===== config.mk =====
export PLATFORM = sky130hd
export DESIGN_NAME = button_conditioner
export DESIGN_NICKNAME = d
export VERILOG_FILES = /design/src/rtl/button_pkg.sv /design/src/rtl/button_channel.sv /design/src/rtl/button_conditioner.sv
export SDC_FILE = /design/constraint.sdc
export NUM_CORES = 1
export LEC_CHECK = 0
export BUFFER_PORTS_ARGS = -buffer_cell sky130_fd_sc_hd__buf_4
export CORE_MARGIN = 5
export CORE_UTILIZATION = 32
export CTS_CLUSTER_SIZE = 30
export DETAILED_ROUTE_END_ITERATION = 7
export SLEW_MARGIN = 20
export SYNTH_ARGS = -nofsm -noshare
export SYNTH_HDL_FRONTEND = slang
export SYNTH_SLANG_ARGS = --single-unit

===== constraint.sdc =====
create_clock -name clk -period 2.5 [get_ports clk]
set_input_delay 0.25 -clock clk [delete_from_list [all_inputs] [get_ports clk]]
set_output_delay 0.25 -clock clk [all_outputs]
set_load 0.01 [all_outputs]

===== src/rtl/button_pkg.sv =====
// Shared button indices, default timing constants and the per-channel repeat state type.
// The game core imports the BTN_* indices from here.
package button_pkg;

    localparam int BTN_LEFT  = 0;
    localparam int BTN_RIGHT = 1;
    localparam int BTN_UP    = 2;
    localparam int BTN_DOWN  = 3;
    localparam int BTN_PRESS = 4;

    localparam int NUM_BUTTONS_DEFAULT     = 5;
    localparam int DEBOUNCE_CYCLES_DEFAULT = 262144;
    localparam int REPEAT_DELAY_DEFAULT    = 12500000;
    localparam int REPEAT_PERIOD_DEFAULT   = 3125000;

    typedef enum logic [1:0] {
        IDLE   = 2'd0,
        DELAY  = 2'd1,
        REPEAT = 2'd2
    } rpt_state_t;

    function automatic int max_int(input int a, input int b);
        return (a > b) ? a : b;
    endfunction

endpackage


===== src/rtl/button_channel.sv =====
// One button: two-flop synchronizer, debounce filter, registered press/release pulses
// and a hold-to-repeat FSM. Every output comes straight from a flop or an OR of flops.
module button_channel
    import button_pkg::*;
#(
    parameter int DEBOUNCE_CYCLES = DEBOUNCE_CYCLES_DEFAULT,
    parameter int REPEAT_DELAY    = REPEAT_DELAY_DEFAULT,
    parameter int REPEAT_PERIOD   = REPEAT_PERIOD_DEFAULT,
    parameter bit REPEAT_EN       = 1'b1
) (
    input  logic clk,
    input  logic rst_n,
    input  logic btn_in,
    output logic level,
    output logic press_pulse,
    output logic release_pulse,
    output logic event_pulse
);

    localparam int DB_W  = $clog2(DEBOUNCE_CYCLES + 1);
    localparam int RPT_W = $clog2(max_int(REPEAT_DELAY, REPEAT_PERIOD) + 1);

    localparam logic [DB_W-1:0]  DB_LAST  = DB_W'(DEBOUNCE_CYCLES - 1);
    localparam logic [RPT_W-1:0] DLY_LAST = RPT_W'(REPEAT_DELAY - 1);
    localparam logic [RPT_W-1:0] PER_LAST = RPT_W'(REPEAT_PERIOD - 1);

    logic            sync0;
    logic            sync1;
    logic [DB_W-1:0] db_cnt;
    logic            flip;
    logic            rise;
    logic            fall;

    rpt_state_t       state;
    rpt_state_t       state_next;
    logic [RPT_W-1:0] rpt_cnt;
    logic [RPT_W-1:0] rpt_cnt_next;
    logic             rpt_pulse;
    logic             rpt_pulse_next;

    // The level flips on the edge that ends the DEBOUNCE_CYCLES-th disagreeing cycle.
    always_comb begin
        flip = (sync1 != level) && (db_cnt == DB_LAST);
        rise = flip && !level;
        fall = flip && level;
    end

    always_ff @(posedge clk) begin
        if (!rst_n) begin
            sync0         <= 1'b0;
            sync1         <= 1'b0;
            level         <= 1'b0;
            db_cnt        <= '0;
            press_pulse   <= 1'b0;
            release_pulse <= 1'b0;
        end else begin
            sync0         <= btn_in;
            sync1         <= sync0;
            press_pulse   <= rise;
            release_pulse <= fall;
            if (sync1 == level) begin
                db_cnt <= '0;
            end else if (flip) begin
                level  <= ~level;
                db_cnt <= '0;
            end else begin
                db_cnt <= db_cnt + 1'b1;
            end
        end
    end

    // A debounced release outranks a repeat boundary landing on the same cycle.
    always_comb begin
        state_next     = state;
        rpt_cnt_next   = rpt_cnt;
        rpt_pulse_next = 1'b0;
        case (state)
            IDLE: begin
                if (rise && REPEAT_EN) begin
                    state_next   = DELAY;
                    rpt_cnt_next = '0;
                end
            end
            DELAY: begin
                if (fall) begin
                    state_next   = IDLE;
                    rpt_cnt_next = '0;
                end else if (rpt_cnt == DLY_LAST) begin
                    state_next     = REPEAT;
                    rpt_cnt_next   = '0;
                    rpt_pulse_next = 1'b1;
                end else begin
                    rpt_cnt_next = rpt_cnt + 1'b1;
                end
            end
            REPEAT: begin
                if (fall) begin
                    state_next   = IDLE;
                    rpt_cnt_next = '0;
                end else if (rpt_cnt == PER_LAST) begin
                    rpt_cnt_next   = '0;
                    rpt_pulse_next = 1'b1;
                end else begin
                    rpt_cnt_next = rpt_cnt + 1'b1;
                end
            end
            default: begin
                state_next   = IDLE;
                rpt_cnt_next = '0;
            end
        endcase
    end

    always_ff @(posedge clk) begin
        if (!rst_n) begin
            state     <= IDLE;
            rpt_cnt   <= '0;
            rpt_pulse <= 1'b0;
        end else begin
            state     <= state_next;
            rpt_cnt   <= rpt_cnt_next;
            rpt_pulse <= rpt_pulse_next;
        end
    end

    assign event_pulse = press_pulse | rpt_pulse;

endmodule


===== src/rtl/button_conditioner.sv =====
// Conditions the raw ui_in buttons into debounced levels and single-cycle pulses.
// Bit order {press, down, up, right, left}; one independent channel per bit.
module button_conditioner
    import button_pkg::*;
#(
    parameter int                     NUM_BUTTONS     = NUM_BUTTONS_DEFAULT,
    parameter int                     DEBOUNCE_CYCLES = DEBOUNCE_CYCLES_DEFAULT,
    parameter int                     REPEAT_DELAY    = REPEAT_DELAY_DEFAULT,
    parameter int                     REPEAT_PERIOD   = REPEAT_PERIOD_DEFAULT,
    parameter logic [NUM_BUTTONS-1:0] REPEAT_MASK     = 5'b01111
) (
    input  logic                   clk,
    input  logic                   rst_n,
    input  logic [NUM_BUTTONS-1:0] btn_in,
    output logic [NUM_BUTTONS-1:0] btn_level,
    output logic [NUM_BUTTONS-1:0] btn_press,
    output logic [NUM_BUTTONS-1:0] btn_release,
    output logic [NUM_BUTTONS-1:0] btn_event
);

    for (genvar i = 0; i < NUM_BUTTONS; i++) begin : g_chan
        button_channel #(
            .DEBOUNCE_CYCLES(DEBOUNCE_CYCLES),
            .REPEAT_DELAY   (REPEAT_DELAY),
            .REPEAT_PERIOD  (REPEAT_PERIOD),
            .REPEAT_EN      (REPEAT_MASK[i])
        ) u_chan (
            .clk          (clk),
            .rst_n        (rst_n),
            .btn_in       (btn_in[i]),
            .level        (btn_level[i]),
            .press_pulse  (btn_press[i]),
            .release_pulse(btn_release[i]),
            .event_pulse  (btn_event[i])
        );
    end

endmodule


=== Yosys cells after proc, flatten, opt, wreduce, memory -nomap -nowiden ===
Cells that the tools add are included.

* Register bits: 255
* Output and inout bits: 20
* Logic and storage cells: 239
* Input bits: 7

* Reduce and logical (&&, ||, !) cells: 40
* Bitwise gates (word level): 17
* $add $sub $neg: 10
* Eq/ne operators: 49
* Multiplexer cells: 78

{| class="wikitable"
|+ Operator list
! operator !! count
|-
| 24-bit two-way mux || 24
|-
| 24-bit case mux with 3 select lines || 5
|-
| 24-bit by 1-bit adder with 24-bit output (second input constant) || 5
|-
| 24-bit by 22-bit equality test with 1-bit output (second input constant) || 5
|-
| 24-bit equality test (second input constant) || 5
|-
| 19-bit by 1-bit adder with 19-bit output (second input constant) || 5
|-
| 19-bit by 18-bit equality test with 1-bit output (second input constant) || 5
|-
| 2-bit two-way mux || 19
|-
| 2-bit case mux with 3 select lines || 5
|-
| 1-bit two-way mux || 20
|-
| 2-bit by 1-bit != test with 1-bit output (second input constant) || 9
|-
| 1-bit logical AND || 15
|-
| 3-bit by 1-bit != test with 1-bit output (second input constant) || 5
|-
| 3-bit AND reduction || 5
|-
| 3-bit OR reduction || 5
|-
| 1-bit inverter || 12
|-
| 2-bit by 1-bit equality test with 1-bit output (second input constant) || 5
|-
| 2-bit equality test (second input constant) || 5
|-
| 2-bit zero test || 5
|-
| 1-bit case mux with 2 select lines || 5
|-
| 2-bit AND reduction || 5
|-
| 1-bit equality test || 5
|-
| 1-bit zero test || 5
|-
| 1-bit != test || 5
|-
| 1-bit OR || 5
|}

=== Logic depth before layout (Yosys ltp) ===
* Word-level depth: 5
* Depth in mapped cells: 10
* Depth with buffers taken out: 7

=== By module ===
From an unflattened synthesis, not the netlist that was laid out.

* Cells, all modules: 1396
* Area total of the unflattened synthesis: 11462.2 um^2

{| class="wikitable"
|+ By module, submodules not included
! module !! area each (um^2) !! cells an instance !! instances !! seq. area each (um^2)
|-
| button_channel (g_chan[0].u_chan ...) || 2605.0 || 321 || 4 || 1021.0
|-
| button_channel (g_chan[4].u_chan) || 1042.2 || 112 || 1 || 480.5
|}

=== Least setup slack after synthesis ===
No wires, ideal clock.

* Kind: register -> register
* From: reg g_chan[2].u_chan.rpt_cnt[0]
* To: reg g_chan[2].u_chan.rpt_cnt[2]
* Clock period less this slack: 2.323 ns
* Arrival time: 2.202 ns
* Data required time: 2.379 ns
* Setup time: 0.121 ns
* Cell stages (with the launch flop): 11
* Buffers on the path: 3
* Slack: 0.177 ns
* Path through: dfxtp_1 -> ha_1 -> and4_1 -> clkbuf_2 -> nand4_1 -> o41ai_1 -> a211oi_1 -> buf_2 -> buf_1 -> a21oi_1 -> mux2i_1

* Longest elaborated chain between the ends: 4
* Elaborated cells on any way between the ends: 8
* Classes of those cells: 1 x add/sub; 2 x eq/ne; 5 x mux

{| class="wikitable"
|+ Ends and longest elaborated chain
! element !! line !! RTL
|-
| from (decl) || button_channel.sv:36 || <nowiki>logic [RPT_W-1:0] rpt_cnt;</nowiki>
|-
| from (signal assigned) || button_channel.sv:121 || <nowiki>rpt_cnt <= rpt_cnt_next;</nowiki>
|-
| 24-bit by 1-bit adder with 24-bit output, or another cell as far along || button_channel.sv:93, button_channel.sv:104 ||
|-
| 24-bit two-way mux, on equally long branches || button_channel.sv:100, button_channel.sv:88 ||
|-
| 24-bit two-way mux, on equally long branches || button_channel.sv:97, button_channel.sv:85 ||
|-
| 24-bit case mux with 3 select lines * || button_channel.sv:77 || <nowiki>case (state)</nowiki>
|}

Mark *: on every way between the ends. The rest lies on a longest branch, timed or not.
A chain may end at the register's enable or synchronous reset.

=== Final worst setup path ===
* From: reg g_chan[1].u_chan.rpt_cnt[0]
* To: reg g_chan[1].u_chan.rpt_cnt[20]

* Longest elaborated chain between the ends: 4
* Elaborated cells on any way between the ends: 8
* Classes of those cells: 1 x add/sub; 2 x eq/ne; 5 x mux

{| class="wikitable"
|+ Ends and longest elaborated chain
! element !! line
|-
| from (decl) || button_channel.sv:36
|-
| from (signal assigned) || button_channel.sv:121
|-
| 24-bit by 1-bit adder with 24-bit output, or another cell as far along || button_channel.sv:93, button_channel.sv:104
|-
| 24-bit two-way mux, on equally long branches || button_channel.sv:100, button_channel.sv:88
|-
| 24-bit two-way mux, on equally long branches || button_channel.sv:97, button_channel.sv:85
|-
| 24-bit case mux with 3 select lines * || button_channel.sv:77
|}

Marks and branches as above.

==> impl_metrics.ini <==
[run_status]
outcome = finished, final reports clean

[timing]
period_share = 0.9548
max_freq_ghz = 0.4189
final.setup_skew_ps = 9.500
report.final.slew_viol_count = 0
fin_ws_ps = 113.0
worst-slew-pin-transition_ps = 770.9
hold_viol_final = 0
slew_headroom = 0.4813
timing.final.crit_period_ps = 2387
hold_slack_ps = 434.6
setup_viol = 0
rsz_0062_raised_after_global_routing = no
fin_tns_setup_ps = 0

[placement]
io_port_bufs = 26
placed_cells = 1865
hpwl_um = 17930
routabilityCongestion = 0.8188
dp_worst_setup_slack_ps = 34.76

[yosys]
post_synth_inst_count = 1389
area_leader_netlist = sky130_fd_sc_hd__dfxtp_1
ys_ff_latch = 228
synth_edf_count = 0
yosys.cell_count.top_type = sky130_fd_sc_hd__dfxtp_1
asyncSetResetFlopFracSynth = 0
synthesis.yosys.warnings = 0
synthTopCellsByCount = sky130_fd_sc_hd__dfxtp_1 (228), sky130_fd_sc_hd__nand2_1 (154), sky130_fd_sc_hd__nor2_1 (131)
seq_area_frac_synth = 0.4002
postSynthNetCount = 1417
post_synth.cell_area_avg_um2 = 8.211
synthesis.area_um2 = 11400
biggest_area_contributors_in_the_synthesized_netlist = sky130_fd_sc_hd__dfxtp_1 (40%), sky130_fd_sc_hd__nand3_1 (5.4%), sky130_fd_sc_hd__nand2_1 (5.1%), sky130_fd_sc_hd__nor2_1 (4.3%), sky130_fd_sc_hd__xor2_1 (3.1%)
yosysUniqueCellTypes = 71
synth_ff_type = sky130_fd_sc_hd__dfxtp_1
synthDominantCellAreaShare = 0.4002

[pwr]
seqPwrFrac = 0.485
vdd_drop_max_mv = 0.4624
power-per-cell-area_nw_per_um2 = 566.2
swShare = 0.2134
internal_dissipation_mw = 5.931
share_comb_of_total_power = 0.022
cellLeakagePower_nw = 4.258
net-switching-power_mw = 1.609
power_frac_clock = 0.493

[critical_path]
worst_ep_required_time_ps = 2950
max_stage_delay_ps = 410
crit_arrival_ps = 2840
cp_cell_sequence = ha_1, and4_2, nand4_1, or2_2, or3_1, or4_1, a31oi_1
setup.reg_to_reg.worst_slack_ps = 110
endpoint_kind = flop
timing.critical_path.slowest_stage_cell = sky130_fd_sc_hd__or4_1
criticalPathCategory = reg2reg
critical_path.startpoint_type = flop
critPathMaxFanout = 6

[global_routing]
grt_usage = 0.1298
grt_overflow = 0
maximum_number_of_pins_on_one_net_before_global_route_repair = 85
grt_pass1_wl_um = 44840
first_global_vias = 9435
number_of_antenna_violations_at_the_first_check_in_global_routing = 0

[final_layout]
drive_above_1_share = 0.1283
filler_cell_count = 3642
finish.cell_count_without_fillers = 1919
area_growth_syn_to_layout_pct = 16.77
num_antenna_cells = 0
nets = 1467
finish.utilization = 0.3762

[min_path]
holdCritPathClass = reg2reg

[route]
number_of_drc_markers_after_the_initial_detailed_route_iteration = 603
post-route-drc-count = 0
routed_wl_um = 26010
ant_nets = 0
num_vias = 9991
avgViaCountPerCell = 5.206
drt-pass1-iter-count = 5
detail_route.wl_per_cell_um = 13.55

[die]
initial_util = 0.3222
die_h_um = 198.8
num_io_pins = 27
die_width_um = 198.8
floorplan.die_area_um2 = 39520
row_count = 69
core-area_um2 = 35400

[clock_network]
worst_skew_pair_later_pin_latency_ps = 530
clock_tree.root_cell = sky130_fd_sc_hd__clkbuf_16
cts_max_level = 1
cts.reportedPaths.clkPinSlew_ps = 60
tritoncts = done
cts_buffer_depth = 3
clock_sinks = 228
numCtsBuffers = 26

[job]
max_cap_violations = 0
final timing paths:
| kind | end | cells past startpoint | startpoint |
|---|---|---|---|
| worst max-delay path | g_chan[1].u_chan.rpt_cnt[20] | 7 | g_chan[1].u_chan.rpt_cnt[0] |
| worst min-delay path | g_chan[1].u_chan.db_cnt[0] | 1 | g_chan[1].u_chan.db_cnt[0] |
| worst max register to register | g_chan[1].u_chan.rpt_cnt[20] | 7 | g_chan[1].u_chan.rpt_cnt[0] |
| worst min register to register | g_chan[1].u_chan.db_cnt[0] | 1 | g_chan[1].u_chan.db_cnt[0] |
sequential cells by signal, summed over array words and instances (netlist names):
signal / flops
g_chan.u_chan.sync0: 5
g_chan.u_chan.rpt_pulse: 4
g_chan.u_chan.press_pulse: 5
g_chan.u_chan.level: 5
g_chan.u_chan.state: 8
g_chan.u_chan.sync1: 5
g_chan.u_chan.rpt_cnt: 96
g_chan.u_chan.db_cnt: 95
g_chan.u_chan.release_pulse: 5
kinds of logic after synthesis:
| logic type | Yosys count | share of synthesized area |
|---|---|---|
| compound gates | 207 | 0.1253 |
| xor+xnor | 78 | 0.05990 |
| fa+ha+maj | 21 | 0.02304 |
| buf+inv | 114 | 0.04674 |
| flops | 228 | 0.4002 |
| mux | 15 | 0.01338 |
| simple gates | 726 | 0.3314 |
routing by layer:
| layer | global-route usage | share of wire | wire, um | vias up |
|---|---|---|---|---|
| met5 | 0 | 0 | 0 | - |
| met4 | 0.03040 | 0.019 | 500 | 0 |
| met3 | 0.01694 | 0.036 | 946 | 33 |
| met2 | 0.2121 | 0.45 | 11600 | 165 |
| met1 | 0.1830 | 0.50 | 12970 | 4676 |
| li1 | - | - | - | 5117 |
cell type report:
cell class                      count  area [um^2]  area share
Clock inverter                      8        71.32    0.005355
Inverter                           32        120.1    0.009019
Multi-Input combinational cell   1047         6366      0.4780
Clock buffer                       39        770.7     0.05787
Sequential cell                   228         4567      0.3429
Timing Repair Buffer              104        845.8     0.06351
Tap cell                          461        576.8     0.04331
critical path: cells and delay by family (launching register included):
kind / cells / cell delay [ps]
AOI/OAI and AO/OA: 1 / 170
adders and majority gates: 1 / 240
DFF: 1 / 360
and+or+nand+nor: 5 / 1550
cell usage in the layout (no fill, tap or decap), types with 6 or more instances in the layout:
cell type,netlist,routed
sky130_fd_sc_hd__o21ai_0,21,21
sky130_fd_sc_hd__and2_1,27,27
sky130_fd_sc_hd__and3_1,33,33
sky130_fd_sc_hd__nor2b_1,7,7
sky130_fd_sc_hd__nand2b_1,11,11
sky130_fd_sc_hd__xnor2_1,37,37
sky130_fd_sc_hd__nor3_1,30,30
sky130_fd_sc_hd__and4_1,14,12
sky130_fd_sc_hd__clkbuf_1,43,7
sky130_fd_sc_hd__xor2_1,41,41
sky130_fd_sc_hd__a21oi_1,41,41
sky130_fd_sc_hd__a211oi_1,7,6
sky130_fd_sc_hd__clkbuf_16,0,27
sky130_fd_sc_hd__nor2_1,131,130
sky130_fd_sc_hd__dfxtp_1,228,226
sky130_fd_sc_hd__or3_1,51,51
sky130_fd_sc_hd__nand3_1,123,122
sky130_fd_sc_hd__nor4_1,20,20
sky130_fd_sc_hd__or4_1,16,16
sky130_fd_sc_hd__inv_1,32,31
sky130_fd_sc_hd__nand3b_1,8,8
sky130_fd_sc_hd__mux2i_1,13,13
sky130_fd_sc_hd__a31oi_1,55,55
sky130_fd_sc_hd__o211ai_1,16,16
sky130_fd_sc_hd__ha_1,21,20
sky130_fd_sc_hd__or2_2,18,18
sky130_fd_sc_hd__dlygate4sd3_1,0,6
sky130_fd_sc_hd__o31a_1,8,8
sky130_fd_sc_hd__nand2_1,154,154
sky130_fd_sc_hd__nand4_1,56,56
sky130_fd_sc_hd__buf_4,21,94
stage by stage:
| stage | total power, mW | cell area (um^2) |
|---|---|---|
| 3_3_place_gp | 3.892 | 12350 |
| 5_1_grt | 7.866 | 13320 |
| 6_report | 7.540 | 13320 |
| 2_1_floorplan | 3.838 | 11400 |
| 3_5_place_dp | 3.894 | 12350 |
| 4_1_cts | 7.660 | 13260 |
power by group through the flow:
stage / clock network (mW) / logic, mW / registers [mW]
floorplan: 0 / 0.106 / 3.73
global placement: 0 / 0.159 / 3.73
detailed placement: 0 / 0.160 / 3.73
CTS: 3.84 / 0.169 / 3.65
global route: 4.02 / 0.189 / 3.65
finish: 3.72 / 0.169 / 3.65
what timing repair did:
item | 4_1_cts | 5_1_grt
gates resized for setup | 1 | 13
pin swaps | 0 | 4
setup buffers | 0 | 1
hold buffers | 6 | 0
hold endpoints to repair | 6 | 0
setup endpoints to repair | 2 | 25
Power figures use the tool's default switching activity.
